===== config.mk =====
export PLATFORM = sky130hd
export DESIGN_NAME = tff_counter
export DESIGN_NICKNAME = d
export VERILOG_FILES = /design/src/rtl/tff_pkg.sv /design/src/rtl/tff_cell.sv /design/src/rtl/tff_counter.sv
export SDC_FILE = /design/constraint.sdc
export NUM_CORES = 1
export LEC_CHECK = 0
export BUFFER_PORTS_ARGS = -buffer_cell sky130_fd_sc_hd__buf_2
export CAP_MARGIN = 30
export CORE_AREA = 2 2 39 41
export DETAILED_ROUTE_END_ITERATION = 8
export DIE_AREA = 0 0 41 43
export GPL_TIMING_DRIVEN = 0
export SLEW_MARGIN = 20
export SYNTH_ARGS = -nofsm -noshare
export SYNTH_HDL_FRONTEND = slang
export SYNTH_HIERARCHICAL = 1
export SYNTH_SLANG_ARGS = --single-unit
export TNS_END_PERCENT = 1

===== constraint.sdc =====
create_clock -name clk -period 3 [get_ports clk]
set_input_delay 0 -clock clk [delete_from_list [all_inputs] [get_ports clk]]
set_output_delay 0 -clock clk [all_outputs]
set_load 0.02 [all_outputs]

===== src/rtl/tff_pkg.sv =====
// Shared direction constants and load-value clamping for the T-flip-flop counter.
// Pure definitions: no state, no latency, no flow control.
package tff_pkg;

    localparam logic DIR_UP = 1'b1;
    localparam logic DIR_DN = 1'b0;

    // Out-of-range load values saturate to the top of the count sequence.
    function automatic int unsigned clamp_load(input int unsigned val, input int unsigned mod_n);
        return (val < mod_n) ? val : mod_n - 1;
    endfunction

endpackage


===== src/rtl/tff_cell.sv =====
// Single falling-edge T flip-flop with asynchronous active-high clear.
// Latency: q toggles at the falling edge where t=1; no backpressure (no flow control).
module tff_cell (
    input  logic clk,
    input  logic rst,
    input  logic t,
    output logic q
);

    logic q_q;
    logic q_d;

    always_comb begin
        q_d = q_q ^ t;
    end

    always_ff @(negedge clk or posedge rst) begin
        if (rst) begin
            q_q <= 1'b0;
        end else begin
            q_q <= q_d;
        end
    end

    assign q = q_q;

endmodule


===== src/rtl/tff_counter.sv =====
// Modulo-N up/down counter with load, built from a bank of falling-edge T flip-flops.
// Latency: q and wrap update at the falling edge that samples the controls; tc is combinational; no backpressure.
module tff_counter
    import tff_pkg::*;
#(
    parameter int WIDTH = 4,
    parameter int MOD_N = 16
) (
    input  logic             clk,
    input  logic             rst,
    input  logic             en,
    input  logic             up_dn,
    input  logic             load,
    input  logic [WIDTH-1:0] load_val,
    output logic [WIDTH-1:0] q,
    output logic             tc,
    output logic             wrap
);

    if (WIDTH < 1 || WIDTH > 16) begin : g_bad_width
        $error("tff_counter: WIDTH=%0d outside 1..16", WIDTH);
    end
    if (MOD_N < 2 || MOD_N > (1 << WIDTH)) begin : g_bad_mod
        $error("tff_counter: MOD_N=%0d outside 2..2**WIDTH", MOD_N);
    end

    // With a full binary range the plain carry/borrow toggles already wrap correctly.
    localparam bit               FULL_RANGE = (MOD_N == (1 << WIDTH));
    localparam logic [WIDTH-1:0] MAX_VAL    = WIDTH'(MOD_N - 1);

    logic [WIDTH-1:0] t;
    logic [WIDTH-1:0] t_up;
    logic [WIDTH-1:0] t_dn;
    logic [WIDTH-1:0] load_clamped;
    logic             run_up;
    logic             run_dn;
    logic             at_max;
    logic             at_zero;
    logic             wrap_d;
    logic             wrap_q;

    for (genvar i = 0; i < WIDTH; i++) begin : g_cell
        tff_cell u_cell (
            .clk (clk),
            .rst (rst),
            .t   (t[i]),
            .q   (q[i])
        );
    end

    assign load_clamped = WIDTH'(clamp_load(32'(load_val), 32'(MOD_N)));
    assign at_max       = (q == MAX_VAL);
    assign at_zero      = (q == '0);

    always_comb begin
        t_up   = '0;
        t_dn   = '0;
        run_up = 1'b1;
        run_dn = 1'b1;
        for (int i = 0; i < WIDTH; i++) begin
            t_up[i] = run_up;
            t_dn[i] = run_dn;
            run_up  = run_up & q[i];
            run_dn  = run_dn & ~q[i];
        end
    end

    // Every next-state path is expressed as a toggle mask applied to the cells.
    always_comb begin
        t      = '0;
        wrap_d = 1'b0;
        if (load) begin
            t = q ^ load_clamped;
        end else if (en) begin
            if (up_dn == DIR_UP) begin
                if (at_max) begin
                    wrap_d = 1'b1;
                    t      = FULL_RANGE ? t_up : q;
                end else begin
                    t = t_up;
                end
            end else begin
                if (at_zero) begin
                    wrap_d = 1'b1;
                    t      = FULL_RANGE ? t_dn : (q ^ MAX_VAL);
                end else begin
                    t = t_dn;
                end
            end
        end
    end

    always_ff @(negedge clk or posedge rst) begin
        if (rst) begin
            wrap_q <= 1'b0;
        end else begin
            wrap_q <= wrap_d;
        end
    end

    assign wrap = wrap_q;
    assign tc   = en & ~load & (((up_dn == DIR_UP) & at_max) | ((up_dn == DIR_DN) & at_zero));

endmodule


==> load_flow_metrics.sql, run 1 <==
INSERT INTO impl_metrics (metric_group, metric, value, unit) VALUES
('outcome', 'status', 'completed', ''),
('power_and_ir_drop', 'leakage', '0.248', 'nW'),
('clock_network', 'clock_insertion_delay_worst_skew', '0.25', 'ns'),
('logic_synthesis', 'syn_inst', '37', ''),
('route', 'detail_route.first_pass.iterations', '1', ''),
('clock_network', 'cts_tree', 'done', ''),
('grt', 'antenna_violations_before_repair', '0', ''),
('worst_setup_path', 'cp_data_arrival_time', '2.92', 'ns'),
('sta', 'timing.clock.skew', '0.00134', 'ns'),
('clock_network', 'h-tree-depth', '1', ''),
('place', 'routabilityCongestion', '0.653', ''),
('clock_network', 'tritoncts.num_buffers', '3', ''),
('die', 'fp.dieW', '41', 'microns'),
('power_and_ir_drop', 'irDropWorstVdd', '291', 'uV'),
('grt', 'grtUsageTotal', '9.96', '%'),
('grt', 'grt_max_degree', '7', ''),
('logic_synthesis', 'synth_top_area_share', '36.2', '%'),
('finish', 'fin_cells', '72', ''),
('logic_synthesis', 'synthDistinctLibCells', '13', ''),
('finish', 'layout-area-overhead-vs-synth', '38.0', '%'),
('die', 'core_footprint', '1380', 'sq um'),
('worst_setup_path', 'startpoint_kind_of_the_worst_setup_timing_path', 'flip-flop', ''),
('place', 'placed_cells', '67', ''),
('place', 'pre_cts_slack', '0.244', 'ns'),
('logic_synthesis', 'syn_area', '345', 'sq um'),
('place', 'sum_of_net_half_perimeters_after_detailed_placement', '519', 'microns'),
('clock_network', 'clk_root_buffer_cell', 'sky130_fd_sc_hd__clkbuf_4', ''),
('die', 'core.rowCount', '14', ''),
('route', 'ant_nets', '0', ''),
('logic_synthesis', 'synth.area.top_cells', 'sky130_fd_sc_hd__dfrtn_1, sky130_fd_sc_hd__xor2_1, sky130_fd_sc_hd__nor4_4, sky130_fd_sc_hd__inv_1, sky130_fd_sc_hd__nand2_1', ''),
('die', 'fp.dieH', '43', 'microns'),
('sta', 'number_of_pins_exceeding_their_max_slew_limit_in_the_final_report', '0', ''),
('place', 'placement.io_buffers', '14', ''),
('grt', 'global_route.overflow_total', '0', ''),
('clock_network', 'post_cts_hold_buffer_count', '0', ''),
('sta', 'finalSetupViolations', '0', ''),
('route', 'detailroute.via_count', '301', ''),
('route', 'route.detailed.vias_per_inst', '4.18', ''),
('grt', 'wire_length_of_the_first_global_routing_pass', '1040', 'microns'),
('clock_network', 'cts_num_sinks', '5', ''),
('route', 'detail_route.iter0.violations', '0', ''),
('sta', 'timing.max_slew.rel_slack', '82.5', '%'),
('logic_synthesis', 'synth-seq-cells', '5', ''),
('sta', 'rsz0062_at_grt', 'no', ''),
('route', 'routed_wirelength', '681', 'microns'),
('worst_setup_path', 'worstPathRequired', '3.00', 'ns'),
('worst_setup_path', 'critPathKind', 'reg -> out', ''),
('worst_hold_path', 'min_path_type', 'reg -> reg', ''),
('logic_synthesis', 'synthesis.yosys.warnings', '6', ''),
('sta', 'tns', '0', 'ns'),
('worst_setup_path', 'critical_path_peak_fanout', '5', ''),
('logic_synthesis', 'mappedNetlistNets', '46', ''),
('logic_synthesis', 'seq_area_frac_synth', '36.2', '%'),
('clock_network', 'clk_path_buf_depth', '2', ''),
('finish', 'drive_gt1_share', '41.1', '%'),
('power_and_ir_drop', 'cellPowerDensity', '952', 'nW/um^2'),
('sta', 'worst_slack', '0.0826', 'ns'),
('finish', 'fillCellCount', '154', ''),
('finish', 'finish.net_count', '66', ''),
('sta', 'tightest_slew', '0.263', 'ns'),
('route', 'drcViolationCount', '0', ''),
('finish', 'antennaDiodeCount', '0', ''),
('sta', 'finalHoldViolations', '0', ''),
('logic_synthesis', 'avgSynthCellArea', '9.33', 'sq um'),
('run', 'max_cap_viol_count', '0', ''),
('die', 'start_util', '25.0', '%'),
('logic_synthesis', 'yosys.area.top_type', 'sky130_fd_sc_hd__dfrtn_1', ''),
('die', 'io-pin-count', '15', ''),
('route', 'detail_route.wl_per_cell', '9.46', 'microns'),
('grt', 'grt_pass1_vias', '261', ''),
('die', 'die-area', '1760', 'sq um'),
('worst_setup_path', 'worstSetupEndpointType', 'primary output', ''),
('clock_network', 'worst_setup_hold_path_clk_slew', '0.04', 'ns');
sequential cells by signal, indices dropped and copies added, names as in the netlist:
name	count
wrap	1
g_cell.u_cell/q	4
cells by family (layout without fill, tap and decap cells):
kind of cell    count (synthesis)  after routing  synth area share, %
simple gates                   11             11                 20.3
buf+inv                         6             25                 8.70
flops                           5              5                 36.2
compound gates                  5              5                 9.42
xor+xnor                       10             10                 25.4
routing by layer:
layer	GRT usage (%)	up-vias	wire, microns
met5	0	-	0
met4	14.0	0	19
met3	1.57	2	42
met1	11.7	130	306
li1	-	156	-
met2	12.2	13	312
timing repair:
| action | 4_1_cts | 5_1_grt |
|---|---|---|
| setup buffers | 0 | 1 |
| endpoints found under the setup margin | 1 | 1 |
| resized for setup | 0 | 2 |
| pin swaps | 1 | 2 |
synth_stat cells:
cell type                  number
sky130_fd_sc_hd__dfrtn_1        5
sky130_fd_sc_hd__a21oi_1        1
sky130_fd_sc_hd__nand2_1        5
sky130_fd_sc_hd__nand2b_1       1
sky130_fd_sc_hd__buf_6          1
sky130_fd_sc_hd__nor3_1         3
sky130_fd_sc_hd__o21ai_1        1
sky130_fd_sc_hd__a31oi_2        1
sky130_fd_sc_hd__o21ai_0        2
sky130_fd_sc_hd__xor2_1        10
sky130_fd_sc_hd__and2_4         1
sky130_fd_sc_hd__nor4_4         1
sky130_fd_sc_hd__inv_1          5
report_power, final:
| group | switching, W | leakage [nW] | internal (W) |
|---|---|---|---|
| clock | 0.0000291 | 0.0150 | 0.0000504 |
| sequential | 0.0000473 | 0.0606 | 0.000101 |
| combinational | 0.000121 | 0.172 | 0.000105 |
stage by stage:
step | util (%) | hold WS, ns | cell area [sq um] | total power [W]
after floorplan | - | 0.262 | 345 | 0.000309
after global placement | 31.5 | 0.424 | 435 | 0.000360
after detailed placement | 31.5 | 0.447 | 435 | 0.000365
after CTS | 33.4 | 0.450 | 462 | 0.000449
after global routing | 34.4 | 0.476 | 477 | 0.000490
final | 34.4 | 0.436 | 477 | 0.000454
area by class of cell:
cell class	instances	area (sq um)	area share, %
multi-input cells	26	195	40.9
flip-flops and latches	5	125	26.2
repair buffers	15	80.1	16.8
clock buffers	4	26.3	5.51
well taps	16	20.0	4.20
inverters	5	18.8	3.94
plain buffers	1	11.3	2.36
cell usage in the layout (no fill, tap or decap), types with 2 or more instances in the layout:
| cell type | n |
|---|---|
| sky130_fd_sc_hd__buf_2 | 13 |
| sky130_fd_sc_hd__o21ai_0 | 2 |
| sky130_fd_sc_hd__dfrtn_1 | 5 |
| sky130_fd_sc_hd__inv_1 | 5 |
| sky130_fd_sc_hd__buf_4 | 2 |
| sky130_fd_sc_hd__nand2_1 | 5 |
| sky130_fd_sc_hd__clkbuf_4 | 3 |
| sky130_fd_sc_hd__xor2_1 | 10 |
| sky130_fd_sc_hd__nor3_1 | 2 |
worst paths after layout:
check	startpoint	end	slack, ns	cells past startpoint
min in group asynchronous	rst	g_cell[2].u_cell/q	1.01	2
max in group asynchronous	rst	g_cell[0].u_cell/q	1.86	2
max reg2reg	g_cell[0].u_cell/q	g_cell[3].u_cell/q	1.72	5
max	g_cell[1].u_cell/q	tc	0.08	4
min reg2reg	g_cell[0].u_cell/q	g_cell[0].u_cell/q	0.44	1
min	g_cell[0].u_cell/q	g_cell[0].u_cell/q	0.44	1
critical path: stages, from the launching register on:
cell and delay, ns:
sky130_fd_sc_hd__dfrtn_1 0.52, sky130_fd_sc_hd__and2_4 0.19, sky130_fd_sc_hd__a31oi_2 0.11, sky130_fd_sc_hd__nor3_2 0.18
sky130_fd_sc_hd__buf_4 0.16
No activity file was read; power rests on OpenSTA's default activity.
==> inputs of run 2 (changes only) <==
- PLACE_DENSITY: default -> 0.57
==> run 2 against run 1 <==
Clock skew is 0.0013 ns higher; clock power is essentially flat; hold slack better by 0.0043 ns; combinational power up 4%; utilization unchanged; critical path depth is 1 higher; cell count unchanged; die area stayed put; critical path type unchanged; largest cell class unchanged; largest power group unchanged; highest routed layer unchanged.
==> load_flow_metrics.sql, run 2 (same netlist as run 1, synthesis figures left out) <==
INSERT INTO impl_metrics (metric_group, metric, value, unit) VALUES
('sta', 'number_of_pins_exceeding_their_max_slew_limit_in_the_final_report', '0', ''),
('route', 'route.detailed.vias_per_inst', '4.35', ''),
('place', 'placed_cells', '67', ''),
('grt', 'wire_length_of_the_first_global_routing_pass', '1160', 'microns'),
('grt', 'busiest_layer_in_global_routing', 'met2', ''),
('worst_hold_path', 'min_path_type', 'reg -> reg', ''),
('sta', 'timing.clock.skew', '0.00265', 'ns'),
('grt', 'grt.met3_usage', '3.14', '%'),
('power_and_ir_drop', 'leakage', '0.248', 'nW'),
('clock_network', 'worst_setup_hold_path_clk_slew', '0.04', 'ns'),
('grt', 'grt.met2_usage', '15.3', '%'),
('sta', 'finalHoldViolations', '0', ''),
('finish', 'fillCellCount', '156', ''),
('worst_setup_path', 'timing.critical_path.from', 'g_cell[0].u_cell/q', ''),
('die', 'fp.dieH', '43', 'microns'),
('sta', 'worst_slack', '0.0960', 'ns'),
('route', 'detailroute.via_count', '313', ''),
('run', 'max_cap_viol_count', '0', ''),
('finish', 'drive_gt1_share', '41.1', '%'),
('place', 'routabilityCongestion', '0.699', ''),
('place', 'sum_of_net_half_perimeters_after_detailed_placement', '562', 'microns'),
('sta', 'hold_slack', '0.441', 'ns'),
('route', 'detail_route.wl_per_cell', '10.1', 'microns'),
('clock_network', 'cts_tree', 'done', ''),
('route', 'ant_nets', '0', ''),
('sta', 'tns', '0', 'ns'),
('worst_setup_path', 'reg2reg_to', 'g_cell[3].u_cell/q', ''),
('finish', 'postLayoutCoreUtil', '34.4', '%'),
('worst_setup_path', 'critPathKind', 'reg -> out', ''),
('grt', 'global_route.overflow_total', '0', ''),
('die', 'core_footprint', '1380', 'sq um'),
('outcome', 'status', 'completed', ''),
('clock_network', 'tritoncts.num_buffers', '3', ''),
('die', 'die-area', '1760', 'sq um'),
('worst_setup_path', 'worstPathRequired', '3.00', 'ns'),
('worst_setup_path', 'rr_startpoint', 'g_cell[0].u_cell/q', ''),
('die', 'core.rowCount', '14', ''),
('finish', 'most-common-layout-cells', 'sky130_fd_sc_hd__buf_2, sky130_fd_sc_hd__xor2_1, sky130_fd_sc_hd__nand2_1, sky130_fd_sc_hd__inv_1, sky130_fd_sc_hd__dfrtn_1', ''),
('route', 'detail_route.iter0.violations', '3', ''),
('finish', 'antennaDiodeCount', '0', ''),
('die', 'fp.dieW', '41', 'microns'),
('power_and_ir_drop', 'cellPowerDensity', '962', 'nW/um^2'),
('route', 'detail_route.first_pass.iterations', '2', ''),
('grt', 'grt_max_degree', '7', ''),
('worst_hold_path', 'hold_depth', '1', ''),
('finish', 'layout-area-overhead-vs-synth', '38.0', '%'),
('place', 'placement.io_buffers', '14', ''),
('die', 'io-pin-count', '15', ''),
('worst_hold_path', 'hold_path_startpoint', 'g_cell[0].u_cell/q', ''),
('sta', 'tightest_slew', '0.269', 'ns'),
('finish', 'finish.net_count', '66', ''),
('place', 'pre_cts_slack', '0.259', 'ns'),
('clock_network', 'clock_insertion_delay_worst_skew', '0.25', 'ns'),
('clock_network', 'cts_num_sinks', '5', ''),
('worst_setup_path', 'worstSetupEndpointType', 'primary output', ''),
('route', 'routed_wirelength', '724', 'microns'),
('finish', 'sequential_cell_area', '125', 'sq um'),
('finish', 'fin_cells', '72', ''),
('grt', 'grt_pass1_vias', '294', ''),
('worst_setup_path', 'critical_path_peak_fanout', '6', ''),
('worst_setup_path', 'end_of_the_critical_path', 'tc', ''),
('finish', 'mostFrequentLayoutCell', 'sky130_fd_sc_hd__buf_2', ''),
('clock_network', 'clk_root_buffer_cell', 'sky130_fd_sc_hd__clkbuf_4', ''),
('sta', 'rsz0062_at_grt', 'no', ''),
('worst_setup_path', 'r2r.worst_path.cells', '5', ''),
('sta', 'timing.max_slew.rel_slack', '82.0', '%'),
('grt', 'grtUsageTotal', '10.3', '%'),
('power_and_ir_drop', 'irDropWorstVdd', '256', 'uV'),
('finish', 'multi_input_area', '195', 'sq um'),
('sta', 'finalSetupViolations', '0', ''),
('grt', 'grt_use_met1', '11.6', '%'),
('grt', 'antenna_violations_before_repair', '0', ''),
('clock_network', 'h-tree-depth', '1', ''),
('worst_setup_path', 'cp_data_arrival_time', '2.90', 'ns'),
('clock_network', 'clk_path_buf_depth', '2', ''),
('finish', 'largest_reg_flops', '4', ''),
('route', 'drcViolationCount', '0', ''),
('worst_setup_path', 'r2r_setup_slack', '1.70', 'ns'),
('die', 'start_util', '25.0', '%'),
('worst_setup_path', 'startpoint_kind_of_the_worst_setup_timing_path', 'flip-flop', '');
run 2: routing by layer:
layer | up-vias | part of all wire, % | wire length [microns]
li1 | 157 | - | -
met1 | 140 | 43 | 314
met2 | 14 | 47 | 341
met3 | 2 | 7.3 | 53
met4 | 0 | 1.9 | 14
met5 | - | 0 | 0
run 2: worst max-delay path, cell delays in order (launching register included):
cell and delay [ns]:
sky130_fd_sc_hd__dfrtn_1 0.37, sky130_fd_sc_hd__buf_6 0.15, sky130_fd_sc_hd__nor4_4 0.27, sky130_fd_sc_hd__a31oi_2 0.08
sky130_fd_sc_hd__nor3_2 0.12, sky130_fd_sc_hd__buf_4 0.16
run 2: layout make-up:
| class | count | share of cell area (%) |
|---|---|---|
| plain buffers | 1 | 2.36 |
| inverters | 5 | 3.94 |
| clock buffers | 4 | 5.51 |
| multi-input cells | 26 | 40.9 |
| repair buffers | 15 | 16.8 |
| flip-flops and latches | 5 | 26.2 |
| well taps | 16 | 4.20 |
run 2: power breakdown:
part | internal [W] | total [W] | switching, W | leakage (nW)
sequential | 0.000101 | 0.000146 | 0.0000450 | 0.0606
combinational | 0.000106 | 0.000234 | 0.000128 | 0.173
clock | 0.0000504 | 0.0000794 | 0.0000290 | 0.0150
total | 0.000257 | 0.000459 | 0.000202 | 0.248
run 2: per-stage QoR:
| step | power [W] | cell area [sq um] |
|---|---|---|
| 6_report | 0.000459 | 477 |
| 5_1_grt | 0.000499 | 477 |
| 4_1_cts | 0.000462 | 469 |
| 3_5_place_dp | 0.000368 | 435 |
| 3_3_place_gp | 0.000361 | 435 |
| 2_1_floorplan | 0.000309 | 345 |
run 2: how the worst min path moves through the flow:
| stage | slack (ns) | to |
|---|---|---|
| 2_1_floorplan | 0.26 | tc |
| 3_3_place_gp | 0.42 | g_cell[0].u_cell/q |
| 5_1_grt | 0.48 | g_cell[0].u_cell/q |
| 6_report | 0.44 | g_cell[0].u_cell/q |
| 4_1_cts | 0.45 | g_cell[0].u_cell/q |
| 3_5_place_dp | 0.45 | g_cell[0].u_cell/q |
run 2: repair_timing:
| item | CTS | global route |
|---|---|---|
| pin swaps | 1 | 0 |
| hold buffers | 0 | 0 |
| resized for setup | 0 | 2 |
| setup buffers | 1 | 0 |
| endpoints found under the setup margin | 1 | 1 |
